## config.mk

```make
export PLATFORM = sky130hd
export DESIGN_NAME = mips_fetch_unit
export DESIGN_NICKNAME = d
export VERILOG_FILES = /design/src/rtl/mips_fetch_unit.sv
export SDC_FILE = /design/constraint.sdc
export NUM_CORES = 1
export LEC_CHECK = 0
export ABC_AREA = 1
export CAP_MARGIN = 30
export CORE_MARGIN = 4
export CORE_UTILIZATION = 45
export DETAILED_ROUTE_END_ITERATION = 12
export GPL_TIMING_DRIVEN = 0
export PLACE_DENSITY_LB_ADDON = 0.15
export SKIP_LAST_GASP = 1
export SLEW_MARGIN = 25
export SYNTH_ARGS = -nofsm -noshare
export SYNTH_HDL_FRONTEND = slang
export SYNTH_SLANG_ARGS = --single-unit
```

## constraint.sdc

```tcl
create_clock -name clk -period 2.9 [get_ports clk]
set_input_delay 0.58 -clock clk [delete_from_list [all_inputs] [get_ports clk]]
set_output_delay 0.58 -clock clk [all_outputs]
set_load 0.03 [all_outputs]
```

## src/rtl/mips_fetch_unit.sv

```systemverilog
// Instruction fetch stage of the multi-cycle MIPS datapath: PC, req/ack fetch,
// instruction register with decoded fields, and next-PC selection on advance.
module mips_fetch_unit #(
    parameter logic [31:0] PC_RESET = 32'h0000_3000
) (
    input  logic        clk,
    input  logic        rst_n,
    output logic        im_req,
    output logic [31:0] im_addr,
    input  logic        im_ack,
    input  logic [31:0] im_rdata,
    input  logic        advance,
    input  logic        beq,
    input  logic        zero,
    input  logic        j,
    input  logic        jal,
    input  logic        jr,
    input  logic [31:0] jr_target,
    output logic [31:0] instr,
    output logic        instr_valid,
    output logic [5:0]  op,
    output logic [5:0]  order_func,
    output logic [4:0]  rs,
    output logic [4:0]  rt,
    output logic [4:0]  rd_addr,
    output logic [15:0] imm16,
    output logic [25:0] imm26,
    output logic [31:0] pc,
    output logic [31:0] pc_plus4,
    output logic        addr_err
);

    typedef enum logic [0:0] {
        FETCH = 1'b0,
        EXEC  = 1'b1
    } state_t;

    state_t      state_r;
    logic [31:0] pc_r;
    logic [31:0] instr_r;
    logic        instr_valid_r;
    logic        addr_err_r;
    logic [31:0] pc_plus4_s;
    logic [31:0] npc_s;
    logic        jr_misaligned_s;

    assign pc_plus4_s  = pc_r + 32'd4;

    // Request is decoded from state so it is already high while reset is held.
    assign im_req      = (state_r == FETCH);
    assign im_addr     = pc_r;
    assign instr       = instr_r;
    assign instr_valid = instr_valid_r;
    assign pc          = pc_r;
    assign pc_plus4    = pc_plus4_s;
    assign addr_err    = addr_err_r;
    assign op          = instr_r[31:26];
    assign rs          = instr_r[25:21];
    assign rt          = instr_r[20:16];
    assign rd_addr     = instr_r[15:11];
    assign order_func  = instr_r[5:0];
    assign imm16       = instr_r[15:0];
    assign imm26       = instr_r[25:0];

    // Next-PC selection: jr beats j/jal, which beat a taken beq.
    always_comb begin
        npc_s           = pc_plus4_s;
        jr_misaligned_s = 1'b0;
        if (jr) begin
            npc_s           = {jr_target[31:2], 2'b00};
            jr_misaligned_s = (jr_target[1:0] != 2'b00);
        end else if (j || jal) begin
            npc_s = {pc_plus4_s[31:28], instr_r[25:0], 2'b00};
        end else if (beq && zero) begin
            npc_s = pc_plus4_s + {{14{instr_r[15]}}, instr_r[15:0], 2'b00};
        end else begin
            npc_s = pc_plus4_s;
        end
    end

    // Fetch/execute sequencing; addr_err is a single-cycle pulse after a bad jr.
    always_ff @(posedge clk or negedge rst_n) begin
        if (!rst_n) begin
            state_r       <= FETCH;
            pc_r          <= PC_RESET;
            instr_r       <= 32'h0000_0000;
            instr_valid_r <= 1'b0;
            addr_err_r    <= 1'b0;
        end else begin
            addr_err_r <= 1'b0;
            case (state_r)
                FETCH: begin
                    if (im_ack) begin
                        instr_r       <= im_rdata;
                        instr_valid_r <= 1'b1;
                        state_r       <= EXEC;
                    end else begin
                        state_r <= FETCH;
                    end
                end
                EXEC: begin
                    if (advance) begin
                        pc_r          <= npc_s;
                        instr_valid_r <= 1'b0;
                        addr_err_r    <= jr_misaligned_s;
                        state_r       <= FETCH;
                    end else begin
                        state_r <= EXEC;
                    end
                end
                default: begin
                    state_r       <= FETCH;
                    instr_valid_r <= 1'b0;
                end
            endcase
        end
    end

endmodule

```

; ---- Yosys cells after proc, flatten, opt, wreduce, memory -nomap -nowiden
; Cells that the tools add are included.
[totals]
latchBits = 0
output_inout_bits = 200
in_bits = 73
mem_bits_rw = 0
romBits = 0
reg_bits = 67
wordCells = 28
mem_count = 0
[classes]
n_reduce_logical = 6
n_div = 0
mux = 12
bitwise_logic = 1
add_sub_neg = 2
n_shift = 0
magnitude_cmp = 0
n_mul = 0
eq_ne = 2
[op_table]
columns = operator, count
row1 = $mux W32, 3
row2 = $add A32 B3 Y32 const B, 1
row3 = $add A32 B32 Y32, 1
row4 = $mux W1, 7
row5 = $reduce_and A2 Y1, 3
row6 = $pmux W1 S2, 2
row7 = $ne A2 B1 Y1 const B, 1
row8 = $ne A2 B2 Y1 const B, 1
row9 = $reduce_bool A2 Y1, 1
row10 = $logic_and A1 B1 Y1, 1
row11 = $logic_or A1 B1 Y1, 1
row12 = $not A1 Y1, 1

; ---- Depth between registers and ports, before layout
; Gate-level depths: netlist (run 1).
[logic_depth]
ltp_word = 5
depth_mapped = 23
depth_no_buf = 23

; ---- Worst setup path before layout (run 1)
; OpenSTA, ideal clock, no wires.
[synth_path]
path_type = register to register
startpoint = register pc_r[2] (netlist: im_addr[2])
endpoint = register pc_r[23] (netlist: im_addr[23])
synth_period_minus_slack_ps = 3276
setup_time_ps = 121
path_stages_with_launch = 20
path_buffers = 0
arrival_time_ps = 3155
path_slack_ps = -376
required_ps = 2779
cell_sequence = dfrtp_1 > ha_1 > inv_1 > nor2_2 > nand2_1 > nor2_1 > xor2_1 > ha_1 > nand2_1 > inv_1 > nand2_1 > inv_1 > a21oi_1 > nand2_1 > nand2_1 > nand2_1 > nand2_1 > nand2_1 > o21ai_1 > nand2_1
[synth_between]
elab_chain_cells = 5
[synth_lines]
columns = element, line_no
row1 = from (decl), 39  ; logic [31:0] pc_r;
row2 = from (signal assigned), 103  ; pc_r <= npc_s;
row3 = $add A32 B3 Y32, 47  ; assign pc_plus4_s = pc_r + 32'd4;
row4 = via pc_plus4[14], 29  ; output logic [31:0] pc_plus4,
row5 = $add A32 B32 Y32, 75  ; npc_s = pc_plus4_s + {{14{instr_r[15]}}, instr_r[15:0], 2'b00};
row6 = $mux W32, 74  ; end else if (beq && zero) begin
row7 = $mux W32, 72  ; end else if (j || jal) begin
row8 = $mux W32, 69  ; if (jr) begin
; The timed path passes the listed nets, and every way through them passes these cells.
; A chain may end at the register's enable or synchronous reset.

; ---- Worst setup path in the final report (run 1)
[layout_path]
startpoint = register pc_r[13] (netlist: im_addr[13])
endpoint = register pc_r[28] (netlist: im_addr[28])
[layout_between]
elab_chain_cells = 5
[layout_lines]
columns = element, line_no
row1 = $add A32 B3 Y32 (*), 47
row2 = $add A32 B32 Y32, 75
row3 = $mux W32, 74
row4 = $mux W32 (*), 72
row5 = $mux W32 (*), 69
; Mark *: on every way between the ends. The rest lies on a longest branch, timed or not.

==> results of run 1 <==
[layout by cell type, fill, tap and decap left out, types with 6 or more instances in the layout]
| cell | synthesis | routed |
|---|---|---|
| nand2_1 | 297 | 255 |
| clkdlybuf4s50_1 | 0 | 241 |
| buf_4 | 105 | 156 |
| inv_1 | 147 | 128 |
| nor2_1 | 87 | 62 |
| nand3_1 | 67 | 55 |
| a21oi_1 | 60 | 45 |
| dfrtp_1 | 63 | 42 |
| nand2_2 | 5 | 35 |
| mux2_2 | 28 | 28 |
| ha_4 | 0 | 25 |
| o21ai_0 | 28 | 23 |
| a22oi_1 | 22 | 22 |
| dfrtp_2 | 0 | 21 |
| inv_2 | 3 | 20 |
| nor2_4 | 4 | 19 |
| nor2_2 | 7 | 17 |
| dlygate4sd2_1 | 0 | 17 |
| clkbuf_1 | 13 | 14 |
| nand2_4 | 1 | 13 |
| nand3_2 | 1 | 12 |
| a21oi_2 | 0 | 12 |
| ha_1 | 36 | 11 |
| clkbuf_16 | 0 | 9 |
| nand4_1 | 7 | 7 |
| nor3_2 | 2 | 7 |
| nand3b_1 | 7 | 7 |
| o21bai_1 | 7 | 7 |
| xor2_4 | 0 | 6 |
| xor2_1 | 17 | 6 |
| o211ai_1 | 6 | 6 |
| conb_1 | 1 | 6 |
[worst min-delay path by stage]
stage | depth (start not counted) | endpoint | startpoint
2_1_floorplan | 0 | addr_err$_DFF_PN0_ | rst_n
3_3_place_gp | 2 | instr_valid$_DFFE_PN0P_ | instr_valid$_DFFE_PN0P_
3_5_place_dp | 1 | instr[27]$_DFFE_PN0P_ | instr[27]$_DFFE_PN0P_
4_1_cts | 1 | instr[31]$_DFFE_PN0P_ | rst_n
5_1_grt | 1 | instr[2]$_DFFE_PN0P_ | rst_n
6_report | 1 | instr[31]$_DFFE_PN0P_ | rst_n
[Yosys cell counts (4+ instances only)]
master / number
nand4_1: 7
mux2_2: 28
clkbuf_1: 13
nor2_2: 7
nand2_1: 297
ha_1: 36
nor2_4: 4
inv_1: 147
xor2_1: 17
nand3_1: 67
buf_2: 5
buf_4: 105
a21oi_1: 60
a22oi_1: 22
nor3_1: 11
o21bai_1: 7
nor2_1: 87
and2_1: 4
dfrtp_1: 63
nand3b_1: 7
o211ai_1: 6
o21ai_0: 28
o21ai_1: 5
nand2_2: 5
[worst reg2reg max path, cell delays in order (launching register included)]
cell and delay (ps):
dfstp_2 600, nand2_2 110, nor2_2 180, nand2_1 120, nor2_4 160, buf_6 140, xor2_4 210, ha_4 250
nand2_1 70, nand2_1 100, inv_1 70, nand2_1 90, a21oi_2 200, nor2_1 80, nor2_1 160, nand2_1 70
nand2_1 60, nand3_1 60, nand2_1 80, nand2_1 50
[metal layers]
| metal | GRT usage | part of all wire |
|---|---|---|
| met5 | 0 | 0 |
| met4 | 0.0930 | 0.044 |
| met3 | 0.0805 | 0.11 |
| met2 | 0.522 | 0.48 |
| met1 | 0.383 | 0.37 |
[where the power goes]
group | internal [mW] | switching (mW) | total, mW
sequential | 1.16 | 0.501 | 1.66
clock | 0.607 | 0.458 | 1.06
combinational | 3.34 | 4.60 | 7.93
[cells by family after synthesis]
| family | after synthesis | synth area share |
|---|---|---|
| AND/OR/NAND/NOR | 504 | 0.308 |
| buffers and inverters | 273 | 0.205 |
| AO/OA/AOI/OAI | 137 | 0.115 |
| flip-flops | 65 | 0.235 |
| adder cells (fa/ha/maj) | 37 | 0.0678 |
| multiplexers | 28 | 0.0454 |
| XOR/XNOR | 18 | 0.0227 |
| other | 1 | 0.000540 |
[through the flow]
| stage | area, sq um | total power [mW] | setup WS (ps) | util |
|---|---|---|---|---|
| floorplan | 7030 | 5.77 | -20.0 | - |
| global placement | 9910 | 8.09 | -1350 | 0.655 |
| detailed placement | 9930 | 8.16 | -460 | 0.656 |
| CTS | 10600 | 9.51 | -146 | 0.698 |
| global route | 11600 | 11.2 | -282 | 0.764 |
| finish | 11600 | 10.7 | -71.0 | 0.764 |
[registers in the layout (all words and copies together) (netlist names)]
signal,flops
instr,32
im_addr,30
instr_valid,1
addr_err,1
state_r,1
[cell type report]
| class | instances | area (sq um) | area share |
|---|---|---|---|
| clock inverter | 5 | 37.5 | 0.00324 |
| sequential | 65 | 1660 | 0.143 |
| timing repair buffer | 318 | 3050 | 0.263 |
| multi-input combinational | 730 | 4930 | 0.426 |
| inverter | 150 | 569 | 0.0492 |
| clock buffer | 11 | 243 | 0.0210 |
| tap | 188 | 235 | 0.0203 |
| buffer | 123 | 862 | 0.0745 |
[repair_timing]
item,4_1_cts,5_1_grt
pin swaps,12,52
gates cloned,0,0
gates resized for setup,89,168
hold endpoints to repair,0,0
buffers inserted,18,34
endpoints found under the setup margin,48,34
==> flow_metrics.tcl, run 1 <==
set metrics [dict create \
    synth_seq_area_share 0.235 \
    clock_latency_ps 340 \
    vias_per_cell 5.39 \
    cts_max_path_buffers 2 \
    placementRows 45 \
    cp-endpoint "im_addr[28]$_DFFE_PN0P_" \
    clock_sinks 65 \
    worst_r2r_path_depth 19 \
    outcome "finished with violations" \
    setup.worst_path.class "reg -> reg" \
    ys.flop_type "dfrtp_1" \
    first_global_vias 7910 \
    drt_iter0_drc 942 \
    cpPeakStageDelay_ps 600 \
    n_antenna_cell 0 \
    start_util 0.458 \
    nNetsFinal 1507 \
    finalClockSkew_ps 4.65 \
    start_kind "flip-flop" \
    crit_start "im_addr[13]$_DFFE_PN1P_" \
    violations "setup timing" \
    netlist_area_sq_um 6940 \
    worstSetupEndpointType "flip-flop" \
    postSynthAreaPerCell_sq_um 6.53 \
    report.final.slew_viol_count 0 \
    whs_ps 157 \
    grt_pass1_wl_mm 42.7 \
    nFillCells 1169 \
    r2r_slack_ps -70 \
    layout_worst_path_cycle_share 1.02 \
    root_buffer "clkbuf_16" \
    antenna_found_initial 0 \
    ys_ff_latch 65 \
    fp.dieH_um 132 \
    htree_levels 3 \
    cp.required_ps 3130 \
    ys_types 41 \
    ys_warn_count 0 \
    p_leak_nw 5.49 \
    synth_top_area_cell "dfrtp_1" \
    dp.cells 1522 \
    cp_slowest_cell "dfstp_2" \
    drcViolationCount 0 \
    async_flop_share 1.00 \
    synthCells 1063 \
    grt_max_degree 40 \
    portBuffers 265 \
    worst_slew_pin_slew_ps 998 \
    cts_buffers 9 \
    ant_nets 0 \
    setup_violations 9 \
    final.setup.tns_ps -317 \
    syn_to_final_growth_pct 66.9 \
    fin_crit_ps 2970 \
    dieArea_sq_um 17500 \
    hpwl_mm 21.5 \
    synth_area_leaders "dfrtp_1 (23%), nand2_1 (16%), buf_4 (11%), inv_1 (8.0%), ha_1 (6.5%)" \
    path_common_cell "nand2_1" \
    dr.pass1.iters 6 \
    cts_tree "yes" \
    die_w_um 132 \
    stdcell_count 1590 \
    fmaxAchievable_mhz 337 \
    grtUsageTotal 0.307 \
    vias 8570 \
    routed_wl_mm 29.4 \
    timing.critical_path.max_delay_family "simple AND/OR/NAND/NOR gates" \
    holdBufCountCts 0 \
    grt_remaining_overflow 0 \
    core_sq_um 15100 \
    power_density_nw_per_um2 920 \
    slew_headroom 0.335 \
    path_cells "nand2_2 -> nor2_2 -> nand2_1 -> nor2_4 -> buf_6 -> xor2_4 -> ha_4 -> nand2_1 -> nand2_1 -> inv_1 -> nand2_1 -> a21oi_2 -> nor2_1 -> nor2_1 -> nand2_1 -> nand2_1 -> nand3_1 -> nand2_1 -> nand2_1" \
    gp_congestion 0.999 \
    layout-drive-gt1-share 0.304 \
    drv_cap 0 \
    irDropWorstVdd_mv 0.669 \
    reg2reg_to "im_addr[28]$_DFFE_PN0P_" \
    final_hold_viol_count 0 \
    synth-edff-count 0 \
    worst-path-max-fanout 4 \
    routedWlPerCell_um 18.5 \
    cp_num_cells 19 \
    fin_ws_ps -71.0 \
    grt_setup_unrepaired "yes" \
    clk_pin_slew_worst_paths_ps 60 \
    crit_buf_inv 2 \
    io_pins 273 \
    synth_top_cell_area_share 0.227 \
    min_path_type "in -> async" \
    r2r_start "im_addr[13]$_DFFE_PN1P_" \
    cp.arrival_ps 3200 \
]
No activity file was read; power rests on OpenSTA's default activity.
==> inputs of run 2 (changes only) <==
- GPL_ROUTABILITY_DRIVEN: default -> 1
- PLACE_DENSITY: default -> 0.93
- PLACE_DENSITY_LB_ADDON: 0.15 -> default
==> flow_metrics.tcl, run 2 (synthesized netlist as in run 1, its figures left out) <==
set metrics [dict create \
    reg2reg_to "im_addr[27]$_DFFE_PN0P_" \
    cp.required_ps 3130 \
    holdBufCountCts 0 \
    pwr-share-clk 0.112 \
    htree_levels 3 \
    n_antenna_cell 0 \
    clock_sinks 65 \
    dr.pass1.iters 13 \
    setup_violations 20 \
    core_sq_um 15100 \
    syn_to_final_growth_pct 64.0 \
    final_cell_mix "nand2_1 (253), clkdlybuf4s50_1 (242), buf_4 (146), inv_1 (131), nor2_1 (62)" \
    multiInputGateArea_sq_um 4790 \
    worst-path-max-fanout 5 \
    fin_crit_ps 3090 \
    irDropWorstVdd_mv 0.567 \
    clock_latency_ps 340 \
    power_density_nw_per_um2 945 \
    fmaxAchievable_mhz 324 \
    drt_iter0_drc 1287 \
    nFillCells 1013 \
    cts_tree "yes" \
    routed_wl_mm 31.4 \
    nNetsFinal 1498 \
    root_buffer "clkbuf_16" \
    grt_max_degree 48 \
    layout_worst_path_cycle_share 1.06 \
    ant_nets 0 \
    placed_cell_area_sq_um 9940 \
    placementRows 45 \
    grt_setup_unrepaired "yes" \
    die_w_um 132 \
    slew_headroom 0.377 \
    r2r_slack_ps -190 \
    layout_commonest_cell "nand2_1" \
    clk_pin_slew_worst_paths_ps 60 \
    final_hold_viol_count 0 \
    worst_slew_pin_slew_ps 931 \
    start_kind "flip-flop" \
    r2r_start "im_addr[9]$_DFFE_PN0P_" \
    seq_power_share 0.156 \
    grtUsageTotal 0.321 \
    crit_start "im_addr[9]$_DFFE_PN0P_" \
    antenna_found_initial 0 \
    p_int_mw 5.14 \
    vias_per_cell 5.75 \
    grt_remaining_overflow 0 \
    layout-drive-gt1-share 0.299 \
    drcViolationCount 1 \
    dp_slack_ps -504 \
    worstSetupEndpointType "flip-flop" \
    min_path_type "in -> async" \
    portBuffers 265 \
    finalClockSkew_ps 8.45 \
    report.final.slew_viol_count 0 \
    switchingPower_mw 5.62 \
    dieArea_sq_um 17500 \
    routedWlPerCell_um 19.9 \
    fin_ws_ps -187 \
    io_pins 273 \
    switching_share 0.522 \
    cts_buffers 9 \
    start_util 0.458 \
    final_area_sq_um 11400 \
    seqCellArea_sq_um 1650 \
    largest_reg_flops 32 \
    worst_r2r_path_depth 17 \
    p_leak_nw 5.42 \
    comb_power_share 0.732 \
    violations "DRC, setup timing" \
    gp_congestion 1.03 \
    hpwl_mm 22.0 \
    setup.worst_path.class "reg -> reg" \
    final.setup.tns_ps -2010 \
    grt_pass1_wl_mm 45.1 \
    outcome "finished with violations" \
    first_global_vias 8562 \
    fp.dieH_um 132 \
    cp.arrival_ps 3310 \
    vias 9093 \
    drv_cap 0 \
    cts_max_path_buffers 2 \
]
==> run 2: cell count changes in the layout (fill, tap and decap cells not counted), moves of 4 or more <==
cell	change
a21oi_1	-4
a21oi_2	+4
buf_4	-10
clkbuf_2	+7
dlygate4sd2_1	-6
ha_1	+4
ha_4	-5
nand2_2	+6
nand2_4	-4
xor2_2	+4
==> run 2: timing repair <==
item                                    in CTS  in global routing
buffers inserted                            19                 24
gates cloned                                 0                  0
pin swaps                                   13                 58
gates resized for setup                     93                159
endpoints found under the setup margin      46                 41
==> run 2: how the worst max path moves through the flow <==
stage                                         end  slack (ps)
after floorplan           im_addr[29]$_DFFE_PN0P_         -20
after global placement     im_addr[9]$_DFFE_PN0P_       -1280
after detailed placement  im_addr[27]$_DFFE_PN0P_        -500
after CTS                 im_addr[27]$_DFFE_PN0P_        -180
after global routing      im_addr[24]$_DFFE_PN0P_        -220
final                     im_addr[27]$_DFFE_PN0P_        -190
==> run 2: routing by layer <==
metal / part of all wire / up-vias / GRT usage
met5: 0 / - / 0
met4: 0.067 / 0 / 0.145
met3: 0.13 / 250 / 0.0805
met2: 0.47 / 795 / 0.550
met1: 0.34 / 4121 / 0.380
li1: - / 3927 / -
==> run 2: worst max-delay path, cell delays in order, from the launching register on <==
cell and delay, ps:
dfrtp_2 430, nand2_1 140, nor2_1 210, inv_1 170, nor2_4 220, nand3_1 140, xor2_2 190, inv_2 120
ha_4 290, nand2_2 90, nor2_2 160, nand2_2 90, nor4_2 150, nand2_1 150, nand3_1 130, nand3_2 130
nand2_1 90, nand2_1 50
==> run 2: area by class of cell <==
cell class,count,area share
repair buffers,309,0.260
well taps,188,0.0207
flip-flops and latches,65,0.145
clock inverters,5,0.00714
multi-input cells,730,0.421
inverters,150,0.0495
clock buffers,11,0.0204
plain buffers,123,0.0757
==> run 2: metrics by stage <==
stage | utilization | hold WS (ps) | total power, mW | instances
2_1_floorplan | - | 284 | 5.77 | 1068
6_report | 0.752 | 112 | 10.8 | 1581
5_1_grt | 0.752 | 120 | 11.3 | 1581
3_5_place_dp | 0.656 | 478 | 8.19 | 1522
4_1_cts | 0.705 | 123 | 9.71 | 1557
3_3_place_gp | 0.655 | 505 | 8.06 | 1521
==> run 2: power by group through the flow <==
stage	combinational [mW]	clock [mW]	sequential (mW)
after CTS	6.91	1.18	1.62
final	7.87	1.20	1.68
after floorplan	3.82	0	1.95
after global routing	8.31	1.24	1.70
after global placement	6.42	0	1.64
after detailed placement	6.54	0	1.65
==> RTL change 1 (config.mk and constraints of run 2) <==
Make the reset (`rst_n`) synchronous in one clocked block.
--- a/src/rtl/mips_fetch_unit.sv
+++ b/src/rtl/mips_fetch_unit.sv
@@ -79,7 +79,7 @@
     end
 
     // Fetch/execute sequencing; addr_err is a single-cycle pulse after a bad jr.
-    always_ff @(posedge clk or negedge rst_n) begin
+    always_ff @(posedge clk) begin
         if (!rst_n) begin
             state_r       <= FETCH;
             pc_r          <= PC_RESET;
Function: differs if rst_n is asserted again (counterexample within 4 cycles, from zero or initial values and one cycle with rst_n low); with rst_n held inactive, the same outputs for 4 cycles.
==> RTL change 1 against run 2 <==
  * The flow finishes with violations (setup timing)
  * Global-route usage grew 0.70 points
  * Area after synthesis decreased by 1.2%
  * Non-clock buffer count decreased by 3
  * Wire length increased by 8.2%
  * Sequential cell count did not move
  * Clock skew about the same
  * Setup slack worse by 0.045 ns
  * Cell area down 1.2%
  * Fmax is 1.4% lower
Power is not compared: it rests on default switching activity, and its combinational part moved more than twofold at a synthesized area within 25%.
==> RTL change 1: results (changes against run 2) <==
metric,value,unit,change
hold slack,0.493,ns,was 0.112 ns
"top cells by count, synth","nand2_1 (292), nor2_1 (152), inv_1 (150)",,"was nand2_1 (297), inv_1 (147), buf_4 (105)"
DRT Pass-1 Iters,8,,was 13
Worst EP arrival,2.55,ns,was 3.31 ns
# setup viols final,23,,was 20
routed vias,9761,,was 9093
dpl hpwl,23300,um,was 22000 um
post-synthesis sequential area ratio,0.190,,was 0.235
"Max FO, Critical Path",4,,was 5
violated checks,setup timing,,"was DRC, setup timing"
Critical Path Max Stage Delay,0.48,ns,was 0.43 ns
1st-iter DRT viols,1803,,was 1287
pin count of the biggest net entering global routing,20,,was 48
clk_skew,0.00856,ns,was 0.00845 ns
DR WL/cell,20.6,um,was 19.9 um
DRT Wirelength,34000,um,was 31400 um
nets,1573,,was 1498
CP max-delay cell,dlygate4sd2_1,,was dfrtp_2
routability cong.,1.04,,was 1.03
status,"complete, but fails checks",,unchanged
placed instance area,9840,um^2,was 9940 um^2
Cell variety after synth,47,,was 41
"Avg Cell Area, Syn",5.98,um^2,was 6.53 um^2
Hold Path Class,reg -> reg,,was in -> async
vias in the first global route,8876,,was 8562
relative slew slack,0.425,,was 0.377
global-route wire length before repair,45800,um,was 45100 um
final worst slack,-0.232,ns,was -0.187 ns
synth top area cells,"dfxtp_1 (19%), nand2_1 (16%), buf_4 (12%)",,"was dfrtp_1 (23%), nand2_1 (16%), buf_4 (11%)"
## RTL change 1: cell types whose count changed after synthesis, moves of 5 or more
cell      change
nand4_1       +5
nand3_1      +13
dfxtp_1      +65
nand2_1       -5
nor2_1       +65
o21bai_1      +5
mux2_2       -28
dfrtp_1      -63
o21ai_0      +30
nor2_2        -5
a22oi_1      -22
## RTL change 1: worst max-delay path by stage
stage	end	cells after the start
after detailed placement	im_addr[13]$_SDFFE_PN1P_	17
after floorplan	im_addr[25]$_SDFFE_PN0P_	19
after CTS	im_addr[13]$_SDFFE_PN1P_	17
after global routing	im_addr[31]$_SDFFE_PN0P_	22
final	pc_plus4[14]	9
after global placement	im_addr[13]$_SDFFE_PN1P_	15
## RTL change 1: repair_timing
action / in CTS / in global routing
resized for setup: 94 / 161
pin swaps: 17 / 46
hold endpoints to repair: 0 / 0
endpoints found under the setup margin: 43 / 39
setup buffers: 8 / 26
## RTL change 1: cells by family after synthesis
logic type / Yosys count / synth area share
buffers and inverters: 284 / 0.215
and+or+nand+nor: 583 / 0.368
DFF: 65 / 0.190
xor gates and xnor gates: 22 / 0.0281
AOI/OAI and AO/OA: 155 / 0.130
adders and majority gates: 37 / 0.0686
other: 1 / 0.000547
## RTL change 1: area by class of cell
type / count / area (um^2)
flip-flops and latches: 65 / 1390
repair buffers: 300 / 2910
fillers: 915 / 3450
multi-input cells: 803 / 4980
diodes: 1 / 2.50
inverters: 155 / 582
plain buffers: 129 / 893
well taps: 184 / 230
clock inverters: 3 / 17.5
clock buffers: 12 / 246
## RTL change 1: critical path, delay by kind of cell, from the launching register on
kind | cells | cell delay [ns]
AND/OR/NAND/NOR | 3 | 0.60
XOR/XNOR | 1 | 0.21
flip-flops | 1 | 0.38
adder cells (fa/ha/maj) | 1 | 0.16
buffers and inverters | 4 | 0.87
## RTL change 1: where the power goes
group	internal (uW)	total (uW)	switching, uW	leakage, uW
Combinational	709	1670	966	0.00473
Clock	594	1000	405	0.000128
Sequential	944	1080	135	0.000551
## RTL change 1: per-stage QoR
stage,TNS [ns],setup WS [ns]
after floorplan,0,0.00412
after global placement,-4.33,-0.350
after detailed placement,-5.32,-0.426
after CTS,-0.120,-0.0503
after global routing,-4.45,-0.331
final,-2.64,-0.232
## RTL change 1: metal layers
layer / GRT usage / up-vias / share of wire
li1: - / 4166 / -
met1: 0.369 / 4356 / 0.32
met2: 0.574 / 926 / 0.46
met3: 0.0944 / 313 / 0.14
met4: 0.152 / 0 / 0.079
met5: 0 / - / 0
==> RTL change 2 (config.mk and constraints of run 2) <==
Without the edit above. Set the parameter `PC_RESET` to 32'h00002000 (it was 32'h0000_3000).
--- a/src/rtl/mips_fetch_unit.sv
+++ b/src/rtl/mips_fetch_unit.sv
@@ -1,7 +1,7 @@
 // Instruction fetch stage of the multi-cycle MIPS datapath: PC, req/ack fetch,
 // instruction register with decoded fields, and next-PC selection on advance.
 module mips_fetch_unit #(
-    parameter logic [31:0] PC_RESET = 32'h0000_3000
+    parameter logic [31:0] PC_RESET = 32'h00002000
 ) (
     input  logic        clk,
     input  logic        rst_n,
Check against the original RTL: not equivalent (a bounded check fails within 4 cycles, from zero or initial values and one cycle with rst_n low).
==> RTL change 2 against run 2 <==
  * The run ends with setup timing left
  * Setup slack worse by 0.13 ns
  * Wire length is 8.6% higher
  * Sequential cell count stayed put
  * Cell area is 1.8% higher
  * Core utilization is 1.3 points higher
  * Power is 4.6% higher
  * Sequential share of layout area is 0.24 points lower
  * Non-clock buffer count is 7 higher
  * Area after synthesis hardly changed
  * Critical path type unchanged
  * Critical endpoint is now im_addr[25]$_DFFE_PN0P_
==> RTL change 2: results (changes against run 2) <==
metric,value,unit,change
Initial Util,0.458,,about the same
DRT Wirelength,34100,um,was 31400 um
top layer reached by signal wires,met5,,was met4
routability cong.,1.00,,was 1.03
final worst slack,-0.321,ns,was -0.187 ns
Cell variety after synth,41,,unchanged
"worst slack, placed",-0.424,ns,was -0.504 ns
Worst EP arrival,3.47,ns,was 3.31 ns
Port Buffer Count,265,,unchanged
maximum vdd ir drop,0.571,mV,was 0.567 mV
global-route wire length before repair,45100,um,about the same
antenna cells,0,,unchanged
ys async rst share,1.00,,unchanged
latest clock arrival within the worst-skew pair,0.35,ns,
DR WL met2,15300,um,was 14800 um
dpl hpwl,21800,um,was 22000 um
DRT Pass-1 Iters,12,,was 13
DR WL/cell,21.5,um,was 19.9 um
routed vias,9366,,was 9093
Gate Count Post-Synth,1063,,unchanged
1st-iter DRT viols,1661,,was 1287
Synth Warn #,0,,unchanged
wl on met1,11200,um,was 10600 um
synth top area cells,"dfrtp_1 (23%), nand2_1 (16%), buf_4 (11%)",,unchanged
GRT met1 Usage,0.379,,was 0.380
post-cts resize count,84,,was 93
Worst-path clk slew,0.07,ns,
Lkg Pwr,0.00550,uW,was 0.00542 uW
GRT Resource Usage Total,0.323,,was 0.321
violated checks,setup timing,,"was DRC, setup timing"
Worst Tran Pin Value,0.939,ns,was 0.931 ns
# setup viols final,35,,was 20
clock root buffer,clkbuf_16,,unchanged
placed instance area,9930,um^2,was 9940 um^2
Fill cells,938,,was 1013
Critical Path Max Stage Delay,0.53,ns,was 0.43 ns
met3 GRT Util,0.0847,,was 0.0805
antenna violations before repair,0,,unchanged
grt total ovfl,0,,unchanged
post-synthesis sequential area ratio,0.235,,about the same
grt met2 use,0.546,,was 0.550
Final TNS setup,-4.53,ns,was -2.01 ns
status,"complete, but fails checks",,unchanged
Hold Path Class,in -> async,,unchanged
clk_skew,0.0135,ns,was 0.00845 ns
wire length on met3,4570,um,was 3990 um
"Max FO, Critical Path",6,,was 5
share of cells above drive strength 1,0.307,,was 0.299
pin count of the biggest net entering global routing,35,,was 48
htree depth,3,,unchanged
nets,1505,,was 1498
CTS buffer count,9,,unchanged
"Largest delay share family, worst path",simple AND/OR/NAND/NOR gates,,unchanged
vias in the first global route,8519,,was 8562
## RTL change 2: cell types whose count changed in the layout (fill, tap and decap cells not counted), sizes merged
cell	delta
clkbuf	-5
inv	-1
buf	+7
dlygate4sd2	+5
clkinv	-1
clkinvlp	+1
bufinv	+1
clkdlybuf4s50	-2
dfstp	-1
dfrtp	+1
clkdlybuf4s15	+2
## RTL change 2: report_power, final
part	internal (uW)	total [uW]	switching [uW]
logic	3340	8220	4880
clock network	863	1330	466
registers	1160	1700	546
## RTL change 2: logic make-up after synthesis
family                   count (synthesis)  share of synthesized area
other                                    1                   0.000541
AO/OA/AOI/OAI                          137                      0.115
flip-flops                              65                      0.235
buffers and inverters                  273                      0.205
multiplexers                            28                     0.0454
XOR/XNOR                                18                     0.0227
AND/OR/NAND/NOR                        504                      0.308
adder cells (fa/ha/maj)                 37                     0.0678
## RTL change 2: final cells by class
cell class	count	area (um^2)	area share
buffer	123	862	0.0744
clock buffer	11	243	0.0210
clock inverter	5	103	0.00886
inverter	150	572	0.0494
multi-input combinational	730	4880	0.421
sequential	65	1650	0.143
tap	188	235	0.0203
timing repair buffer	316	3030	0.262
## RTL change 2: path summary, 6_finish.rpt
check	cells after the start	endpoint	startpoint	slack, ns
setup / recovery	16	im_addr[25]$_DFFE_PN0P_	im_addr[16]$_DFFE_PN0P_	-0.32
hold / removal	1	im_addr[5]$_DFFE_PN0P_	rst_n	0.20
setup reg to reg	16	im_addr[25]$_DFFE_PN0P_	im_addr[16]$_DFFE_PN0P_	-0.32
hold reg to reg	1	instr[29]$_DFFE_PN0P_	instr[29]$_DFFE_PN0P_	0.53
max in group asynchronous	2	im_addr[19]$_DFFE_PN0P_	rst_n	2.11
min in group clk	1	instr[29]$_DFFE_PN0P_	instr[29]$_DFFE_PN0P_	0.53
